File: config.mk
export PLATFORM = sky130hd
export DESIGN_NAME = dmac_read_scheduler_flat
export DESIGN_NICKNAME = d
export VERILOG_FILES = /design/src/rtl/dmac_read_scheduler_if.sv /design/src/rtl/dmac_read_scheduler.sv /design/src/flat_wrapper.sv
export SDC_FILE = /design/constraint.sdc
export NUM_CORES = 2
export LEC_CHECK = 0
export CORE_AREA = 2 2 276 278
export DETAILED_ROUTE_END_ITERATION = 6
export DIE_AREA = 0 0 278 280
export PLACE_DENSITY_LB_ADDON = 0.15
export SLEW_MARGIN = 20
export SYNTH_ARGS = -nofsm -noshare
export SYNTH_HDL_FRONTEND = slang
export SYNTH_SLANG_ARGS = --single-unit
File: constraint.sdc
create_clock -name clk -period 7.2 [get_ports clk]
set_clock_uncertainty 0.05 [all_clocks]
set_input_delay 0.72 -clock clk [delete_from_list [all_inputs] [get_ports clk]]
set_output_delay 0.72 -clock clk [all_outputs]
set_load 0.05 [all_outputs]
File: src/rtl/dmac_read_scheduler_if.sv
// Request handshake between dmac_read_scheduler (master) and the read initiator (slave).
interface dmac_read_scheduler_if #(
  parameter int ADDR_WD = 32,
  parameter int CH_WD   = 3
);
  logic               rd_req_valid;
  logic [ADDR_WD-1:0] rd_req_addr;
  logic [1:0]         rd_req_burst;
  logic [ADDR_WD-1:0] rd_req_length;
  logic [2:0]         rd_req_size;
  logic [CH_WD-1:0]   rd_req_channel;
  logic               rd_req_ack;
  logic [ADDR_WD-1:0] rd_req_next_addr;
  logic [ADDR_WD-1:0] rd_req_next_length;
  logic               rd_req_done;

  modport master (
    output rd_req_valid, rd_req_addr, rd_req_burst, rd_req_length, rd_req_size, rd_req_channel,
    input  rd_req_ack, rd_req_next_addr, rd_req_next_length, rd_req_done
  );

  modport slave (
    input  rd_req_valid, rd_req_addr, rd_req_burst, rd_req_length, rd_req_size, rd_req_channel,
    output rd_req_ack, rd_req_next_addr, rd_req_next_length, rd_req_done
  );
endinterface

File: src/rtl/dmac_read_scheduler.sv
// Round-robin scheduler of per-channel DMA read requests; one outstanding request at a time.
// Optional channel abort enabled by defining DMAC_RD_SCHED_ABORT_EN.
module dmac_read_scheduler #(
  parameter int ADDR_WD       = 32,
  parameter int CHANNEL_COUNT = 8,
  parameter int CH_WD         = $clog2(CHANNEL_COUNT)
) (
  input  logic                       clk,
  input  logic                       rst,
  input  logic [CHANNEL_COUNT-1:0]   ch_start,
  input  logic [CHANNEL_COUNT*ADDR_WD-1:0] ch_src_addr,
  input  logic [CHANNEL_COUNT*ADDR_WD-1:0] ch_length,
  input  logic [CHANNEL_COUNT*3-1:0] ch_size,
  input  logic [CHANNEL_COUNT*2-1:0] ch_burst,
`ifdef DMAC_RD_SCHED_ABORT_EN
  input  logic [CHANNEL_COUNT-1:0]   ch_abort,
`endif
  output logic [CHANNEL_COUNT-1:0]   ch_busy,
  output logic [CHANNEL_COUNT-1:0]   ch_done,
  dmac_read_scheduler_if.master      rd
);

  typedef enum logic [1:0] {IDLE, ARB, REQ} state_t;

  state_t             state_q;
  logic [ADDR_WD-1:0] addr_q  [CHANNEL_COUNT];
  logic [ADDR_WD-1:0] len_q   [CHANNEL_COUNT];
  logic [2:0]         size_q  [CHANNEL_COUNT];
  logic [1:0]         burst_q [CHANNEL_COUNT];
  logic [CHANNEL_COUNT-1:0] busy_q, done_q;
  logic [CH_WD-1:0]   rr_q, grant_q;
  logic               valid_q;
  logic [ADDR_WD-1:0] req_addr_q, req_len_q;
  logic [2:0]         req_size_q;
  logic [1:0]         req_burst_q;

  logic               found;
  logic [CH_WD-1:0]   sel;
  int unsigned        idx;
  logic               grant_abort;

  // First busy channel at or after rr_q, wrapping at CHANNEL_COUNT.
  always_comb begin
    found = 1'b0;
    sel   = '0;
    idx   = 0;
    for (int unsigned k = 0; k < CHANNEL_COUNT; k++) begin
      idx = int'(rr_q) + k;
      if (idx >= CHANNEL_COUNT) idx = idx - CHANNEL_COUNT;
      if (!found && busy_q[idx]) begin
        found = 1'b1;
        sel   = CH_WD'(idx);
      end
    end
  end

`ifdef DMAC_RD_SCHED_ABORT_EN
  logic [CHANNEL_COUNT-1:0] abort_pend_q;
  always_comb grant_abort = abort_pend_q[grant_q] | ch_abort[grant_q];
`else
  always_comb grant_abort = 1'b0;
`endif

  always_ff @(posedge clk) begin
    if (rst) begin
      state_q     <= IDLE;
      busy_q      <= '0;
      done_q      <= '0;
      rr_q        <= '0;
      grant_q     <= '0;
      valid_q     <= 1'b0;
      req_addr_q  <= '0;
      req_len_q   <= '0;
      req_size_q  <= '0;
      req_burst_q <= '0;
      for (int unsigned i = 0; i < CHANNEL_COUNT; i++) begin
        addr_q[i]  <= '0;
        len_q[i]   <= '0;
        size_q[i]  <= '0;
        burst_q[i] <= '0;
      end
`ifdef DMAC_RD_SCHED_ABORT_EN
      abort_pend_q <= '0;
`endif
    end else begin
      done_q <= '0;
      for (int unsigned i = 0; i < CHANNEL_COUNT; i++) begin
        if (ch_start[i] && !busy_q[i]) begin
          if (ch_length[i*ADDR_WD +: ADDR_WD] != '0) begin
            addr_q[i]  <= ch_src_addr[i*ADDR_WD +: ADDR_WD];
            len_q[i]   <= ch_length[i*ADDR_WD +: ADDR_WD];
            size_q[i]  <= ch_size[i*3 +: 3];
            burst_q[i] <= ch_burst[i*2 +: 2];
            busy_q[i]  <= 1'b1;
          end else begin
            done_q[i] <= 1'b1;
          end
        end
      end
`ifdef DMAC_RD_SCHED_ABORT_EN
      // A channel being granted this cycle (ARB) or already granted (REQ) is only
      // marked; it is dropped at ack so the outstanding request is never withdrawn.
      for (int unsigned i = 0; i < CHANNEL_COUNT; i++) begin
        if (ch_abort[i] && busy_q[i]) begin
          if ((state_q == REQ && grant_q == CH_WD'(i)) ||
              (state_q == ARB && found && sel == CH_WD'(i)))
            abort_pend_q[i] <= 1'b1;
          else
            busy_q[i] <= 1'b0;
        end
      end
`endif
      case (state_q)
        IDLE: if (|busy_q) state_q <= ARB;
        ARB: begin
          if (found) begin
            grant_q     <= sel;
            req_addr_q  <= addr_q[sel];
            req_len_q   <= len_q[sel];
            req_size_q  <= size_q[sel];
            req_burst_q <= burst_q[sel];
            valid_q     <= 1'b1;
            state_q     <= REQ;
          end else begin
            state_q <= IDLE;
          end
        end
        REQ: begin
          if (rd.rd_req_ack) begin
            addr_q[grant_q] <= rd.rd_req_next_addr;
            len_q[grant_q]  <= rd.rd_req_next_length;
            valid_q         <= 1'b0;
            rr_q            <= (grant_q == CH_WD'(CHANNEL_COUNT - 1)) ? '0 : grant_q + 1'b1;
            state_q         <= ARB;
            if (grant_abort) begin
              busy_q[grant_q] <= 1'b0;
`ifdef DMAC_RD_SCHED_ABORT_EN
              abort_pend_q[grant_q] <= 1'b0;
`endif
            end else if (rd.rd_req_done) begin
              busy_q[grant_q] <= 1'b0;
              done_q[grant_q] <= 1'b1;
            end
          end
        end
        default: state_q <= IDLE;
      endcase
    end
  end

  assign ch_busy           = busy_q;
  assign ch_done           = done_q;
  assign rd.rd_req_valid   = valid_q;
  assign rd.rd_req_addr    = req_addr_q;
  assign rd.rd_req_length  = req_len_q;
  assign rd.rd_req_size    = req_size_q;
  assign rd.rd_req_burst   = req_burst_q;
  assign rd.rd_req_channel = grant_q;

endmodule

File: src/flat_wrapper.sv
// flat-port wrapper written by rule: the top's interface ports become plain ports
module dmac_read_scheduler_flat 
#(
  parameter int ADDR_WD       = 32,
  parameter int CHANNEL_COUNT = 8,
  parameter int CH_WD         = $clog2(CHANNEL_COUNT)
)
  (clk, rst, ch_start, ch_src_addr, ch_length, ch_size, ch_burst, ch_busy, ch_done, rd_rd_req_valid, rd_rd_req_addr, rd_rd_req_burst, rd_rd_req_length, rd_rd_req_size, rd_rd_req_channel, rd_rd_req_ack, rd_rd_req_next_addr, rd_rd_req_next_length, rd_rd_req_done);
  dmac_read_scheduler_if #(.ADDR_WD(ADDR_WD), .CH_WD(CH_WD)) rd_i ();
  input  logic clk;
  input  logic rst;
  input  logic [CHANNEL_COUNT-1:0] ch_start;
  input  logic [CHANNEL_COUNT*ADDR_WD-1:0] ch_src_addr;
  input  logic [CHANNEL_COUNT*ADDR_WD-1:0] ch_length;
  input  logic [CHANNEL_COUNT*3-1:0] ch_size;
  input  logic [CHANNEL_COUNT*2-1:0] ch_burst;
  output logic [CHANNEL_COUNT-1:0] ch_busy;
  output logic [CHANNEL_COUNT-1:0] ch_done;
  output wire logic [$bits(rd_i.rd_req_valid)-1:0] rd_rd_req_valid;
  output wire logic [$bits(rd_i.rd_req_addr)-1:0] rd_rd_req_addr;
  output wire logic [$bits(rd_i.rd_req_burst)-1:0] rd_rd_req_burst;
  output wire logic [$bits(rd_i.rd_req_length)-1:0] rd_rd_req_length;
  output wire logic [$bits(rd_i.rd_req_size)-1:0] rd_rd_req_size;
  output wire logic [$bits(rd_i.rd_req_channel)-1:0] rd_rd_req_channel;
  input wire logic [$bits(rd_i.rd_req_ack)-1:0] rd_rd_req_ack;
  input wire logic [$bits(rd_i.rd_req_next_addr)-1:0] rd_rd_req_next_addr;
  input wire logic [$bits(rd_i.rd_req_next_length)-1:0] rd_rd_req_next_length;
  input wire logic [$bits(rd_i.rd_req_done)-1:0] rd_rd_req_done;
  assign rd_rd_req_valid = rd_i.rd_req_valid;
  assign rd_rd_req_addr = rd_i.rd_req_addr;
  assign rd_rd_req_burst = rd_i.rd_req_burst;
  assign rd_rd_req_length = rd_i.rd_req_length;
  assign rd_rd_req_size = rd_i.rd_req_size;
  assign rd_rd_req_channel = rd_i.rd_req_channel;
  assign rd_i.rd_req_ack = rd_rd_req_ack;
  assign rd_i.rd_req_next_addr = rd_rd_req_next_addr;
  assign rd_i.rd_req_next_length = rd_rd_req_next_length;
  assign rd_i.rd_req_done = rd_rd_req_done;
  dmac_read_scheduler #(.ADDR_WD(ADDR_WD), .CHANNEL_COUNT(CHANNEL_COUNT), .CH_WD(CH_WD)) u_core (.clk(clk), .rst(rst), .ch_start(ch_start), .ch_src_addr(ch_src_addr), .ch_length(ch_length), .ch_size(ch_size), .ch_burst(ch_burst), .ch_busy(ch_busy), .ch_done(ch_done), .rd(rd_i));
endmodule
==> results.md <==
CTS:
- In this run, post-CTS repair resized a total of 0 instances.
- TritonCTS built the clock tree.
- The library cell used as clock root buffer is sky130_fd_sc_hd__clkbuf_16.
- The H-tree depth is 3.
- The buffer levels on the longest clock path is 3.
- At the later pin of the worst-skew pair, clock insertion delay measures 0.61 ns.
- The number of buffers created by CTS is 74.
- Post-CTS timing repair inserted 0 buffers for setup.
- The clock sink count is 646.
- The number of hold-repair buffers added at the cts stage is 0.
- After clock tree synthesis, the clock-pin slew on the worst setup and hold paths is 0.06 ns.

Yosys:
- The synthesized flop and latch total is 646.
- For this run, the number of Yosys warnings is 0.
- The synthesized netlist cell count is 3,694.
- The async set-or-reset flop fraction in the synthesized netlist is 0%.
- For this run, the leading register cell type out of synthesis is sky130_fd_sc_hd__edfxtp_1.
- The biggest area consumer among synthesized cells is sky130_fd_sc_hd__edfxtp_1.
- Yosys mapped a number of flops with a built-in enable equal to 552.
- Synthesis instantiated 54 different standard cells from the library.
- After synthesis, the cell types taking the most area are sky130_fd_sc_hd__edfxtp_1 48%, sky130_fd_sc_hd__nand2_1 11%, sky130_fd_sc_hd__o21ai_0 7.4%, sky130_fd_sc_hd__dfxtp_1 5.4%, sky130_fd_sc_hd__o211ai_1 4.7%.
- For this run, the register share of the synthesized area comes to 53.14%.
- After synthesis the cells add up to 0.03473 mm².
- Averaged over all synthesized cells, the footprint is 9.403 µm².
- The post-synthesis net count is 4,326.
- The area share of the largest cell type after synthesis is 47.72%.

Pwr:
- The ratio of total power to cell area is 267.5 mW/mm².
- The maximum VDD drop is 0.0001808 V.
- The post-route total power is 12.01 mW.
- The cell leakage power is 16.04 nW.

GRT:
- In the global route stage, overall resource usage came out at 37.95%.
- Entering global routing, the biggest net connects 99 pins.
- The total overflow left after global routing is 0.
- The number of global-route vias before repair is 30,320.
- The first global-routing pass estimated 214,700 µm of wire.
- The initial antenna violation count is 39.

Layout:
- The library cell used most frequently in the layout, excluding fill and tap cells, is sky130_fd_sc_hd__nand2_1.
- The sequential cells in the finished layout cover a total of 0.01846 mm².
- The fraction of the core area covered by cells at the end of the flow is 59.74%.
- The count of nets after finishing is 4,805.
- The number of filler instances in the final layout is 6,477.
- Excluding fillers, the count of instances in the completed layout stands at 5,236.
- The post-route netlist has 7.185% of its cells at a drive strength greater than 1.
- The multi-input logic area is 0.01443 mm².
- Relative to the synthesized area, the layout overhead comes to 29.32%.
- The top cell types in the final layout, fill and taps aside, are 982 x sky130_fd_sc_hd__nand2_1, 715 x sky130_fd_sc_hd__clkdlybuf4s50_1, 552 x sky130_fd_sc_hd__edfxtp_1.

Outcome:
- The run finished with clean final reports.

Placed design:
- Port buffering added 716 buffers.
- The final RePlAce weighted congestion is 0.9676.
- Prior to clock tree synthesis, the placed netlist has a worst setup slack of 1.959 ns.
- Once placement completed, the tool counted placed cells totaling 5,074.
- Summed over all nets, the half-perimeter wirelength after detailed placement is 105,500 µm.

Floorplan:
- The core region area is 0.07519 mm².
- 717 I/O pins were placed.
- The starting utilization of the core area is 46.19%.
- Measured along the y axis, the die boundary spans 280 µm.
- The floorplan step defined a die boundary enclosing 0.07784 mm².
- The row count is 101.
- The x dimension of the die is 278 µm.

STA:
- For this run, the top clock speed supported by timing is 187.2 MHz.
- The total count of hold-check failures in the final report is 0.
- Setup repair after global routing left no endpoint under its margin.
- In the final timing run, aggregate negative setup slack is 0 ns.
- The total of endpoints with negative setup slack in the final report is 0.
- Measured against its own limit, the worst slew margin works out to 19.74%.
- The max-slew violation count came to 0.
- For the pin with the worst max-slew slack, the measured transition is 1.204 ns.
- After layout, the worst path uses 74.20% of the clock period.
- For the finished layout, the period the worst path requires is 5.342 ns.
- Setup slack closes at 1.858 ns.

Detailed routing:
- The number of nets with antenna violations after routing is 0.
- The detailed router finished its first iteration with 4,842 violations.
- In the final routed layout, each cell accounts on average for 29.06 µm.
- The total wirelength of the detailed-routed design is 152,100 µm.
- The via-per-instance ratio is 6.175.
- The vias after detailed routing is 32,330.
- After detailed routing, the number of remaining DRC violations is 0.
- The number of iterations in the first detailed-routing pass is 6.

Worst hold path:
- The worst hold path begins at u_core.state_q[0].
- In this run the worst hold path is classified as register to register.
- The instance count along the most critical hold path is 1.
- For hold timing, the worst endpoint is u_core.state_q[0].

Critical path:
- The type of element launching the critical path is a register.
- The category of the critical setup timing path is register to register.
- Measured in cells, the most critical reg-to-reg path has a length of 11.
- The startpoint identified for the worst register-to-register timing path is u_core.rr_q[0].
- The data arrival at the endpoint of the critical path is 5.71 ns.
- Along the worst path, the maximum fanout reaches 38.
- The reg-to-reg endpoint is u_core.rd.rd_req_burst[0].
- The nature of the critical path endpoint is a register.
- The worst-case register-to-register setup slack is 1.86 ns.
- At the worst endpoint, the required time is 7.57 ns.

Job:
- The number of violations of the max-capacitance limit is 0.
report_power, final:
part / switching [mW] / internal (mW) / total (mW)
sequential: 0.200 / 4.46 / 4.66
clock: 1.60 / 2.37 / 3.97
combinational: 2.15 / 1.24 / 3.39
total: 3.95 / 8.06 / 12.0
kinds of logic after synthesis:
group / Yosys count / synth area share, %
AO/OA/AOI/OAI: 986 / 17.88
XOR/XNOR: 3 / 0.07566
adder cells (fa/ha/maj): 4 / 0.1441
buffers and inverters: 480 / 5.929
flip-flops: 646 / 53.14
multiplexers: 172 / 5.562
AND/OR/NAND/NOR: 1403 / 17.27
layout make-up:
cell class,instances,share of cell area (%)
clock inverters,32,0.8440
clock buffers,102,4.763
repair buffers,782,17.45
well taps,978,2.724
flip-flops and latches,646,41.09
multi-input cells,2568,32.13
inverters,101,0.8440
diodes,27,0.1504
layer usage:
metal  up-vias  global-route usage [%]  wire length (µm)
li1      14180                       -                 -
met1     15480                   50.35             57700
met2      2306                   59.56             69890
met3       339                   9.052             18290
met4        22                   16.27              6132
met5         -                       0               126
worst max-delay path: stages (launching register included):
cell and delay, ns:
sky130_fd_sc_hd__dfxtp_1 0.34, sky130_fd_sc_hd__clkinv_1 0.25, sky130_fd_sc_hd__ha_1 0.82, sky130_fd_sc_hd__mux4_2 0.66, sky130_fd_sc_hd__a221o_1 0.41, sky130_fd_sc_hd__a211oi_2 0.46
sky130_fd_sc_hd__o31a_2 0.27, sky130_fd_sc_hd__o21a_4 0.66, sky130_fd_sc_hd__buf_4 0.49, sky130_fd_sc_hd__mux2_2 0.39, sky130_fd_sc_hd__o211ai_1 0.20, sky130_fd_sc_hd__a311oi_1 0.13
flip-flops by register name, indices dropped and copies added, names as in the netlist, 3 cells and up:
name / flops
u_core.burst_q: 16
u_core.rd.rd_req_size: 3
u_core.size_q: 24
u_core.rd.rd_req_channel: 3
u_core.len_q: 256
u_core.addr_q: 256
u_core.rd.rd_req_length: 32
u_core.ch_busy: 8
u_core.ch_done: 8
u_core.rr_q: 3
u_core.rd.rd_req_addr: 32
stage by stage:
| step | hold WS (ns) | area (µm²) |
|---|---|---|
| after CTS | 0.4265 | 44820 |
| after floorplan | 0.3817 | 34730 |
| after detailed placement | 0.4194 | 42300 |
| final | 0.4311 | 44920 |
| after global routing | 0.4559 | 44910 |
| after global placement | 0.4073 | 42300 |
how the worst max path moves through the flow:
stage | slack [ns] | to | cells past startpoint | startpoint
6_report | 1.86 | u_core.rd.rd_req_burst[0] | 11 | u_core.rr_q[0]
5_1_grt | 1.61 | u_core.rd.rd_req_burst[0] | 12 | u_core.rr_q[0]
4_1_cts | 1.91 | u_core.rd.rd_req_burst[0] | 11 | u_core.rr_q[0]
3_5_place_dp | 1.96 | u_core.rd.rd_req_addr[29] | 11 | u_core.rr_q[0]
3_3_place_gp | 1.95 | u_core.rd.rd_req_length[15] | 11 | u_core.rr_q[0]
2_1_floorplan | 3.09 | u_core.rd.rd_req_addr[29] | 19 | u_core.rr_q[1]
Yosys cell counts, types with 3 or more instances:
master,instances
sky130_fd_sc_hd__nand4_1,17
sky130_fd_sc_hd__a32oi_1,6
sky130_fd_sc_hd__dfxtp_1,94
sky130_fd_sc_hd__clkbuf_1,274
sky130_fd_sc_hd__nand2_1,985
sky130_fd_sc_hd__buf_1,11
sky130_fd_sc_hd__o21ai_0,514
sky130_fd_sc_hd__and3b_1,3
sky130_fd_sc_hd__a211oi_1,4
sky130_fd_sc_hd__nand3b_1,4
sky130_fd_sc_hd__buf_2,45
sky130_fd_sc_hd__nor3_1,6
sky130_fd_sc_hd__o21ai_1,3
sky130_fd_sc_hd__nand2b_1,148
sky130_fd_sc_hd__nor4_1,64
sky130_fd_sc_hd__buf_4,41
sky130_fd_sc_hd__a21oi_1,80
sky130_fd_sc_hd__buf_6,6
sky130_fd_sc_hd__a221oi_1,9
sky130_fd_sc_hd__nand3_1,4
sky130_fd_sc_hd__a221o_1,70
sky130_fd_sc_hd__mux2i_1,85
sky130_fd_sc_hd__edfxtp_1,552
sky130_fd_sc_hd__mux2_2,77
sky130_fd_sc_hd__and2_1,13
sky130_fd_sc_hd__a311oi_1,69
sky130_fd_sc_hd__nor2b_1,15
sky130_fd_sc_hd__nor2_1,129
sky130_fd_sc_hd__inv_1,100
sky130_fd_sc_hd__mux4_2,9
sky130_fd_sc_hd__ha_1,4
sky130_fd_sc_hd__xnor2_1,3
sky130_fd_sc_hd__o211ai_1,217
sky130_fd_sc_hd__or2_2,8
Power figures use the tool's default switching activity.
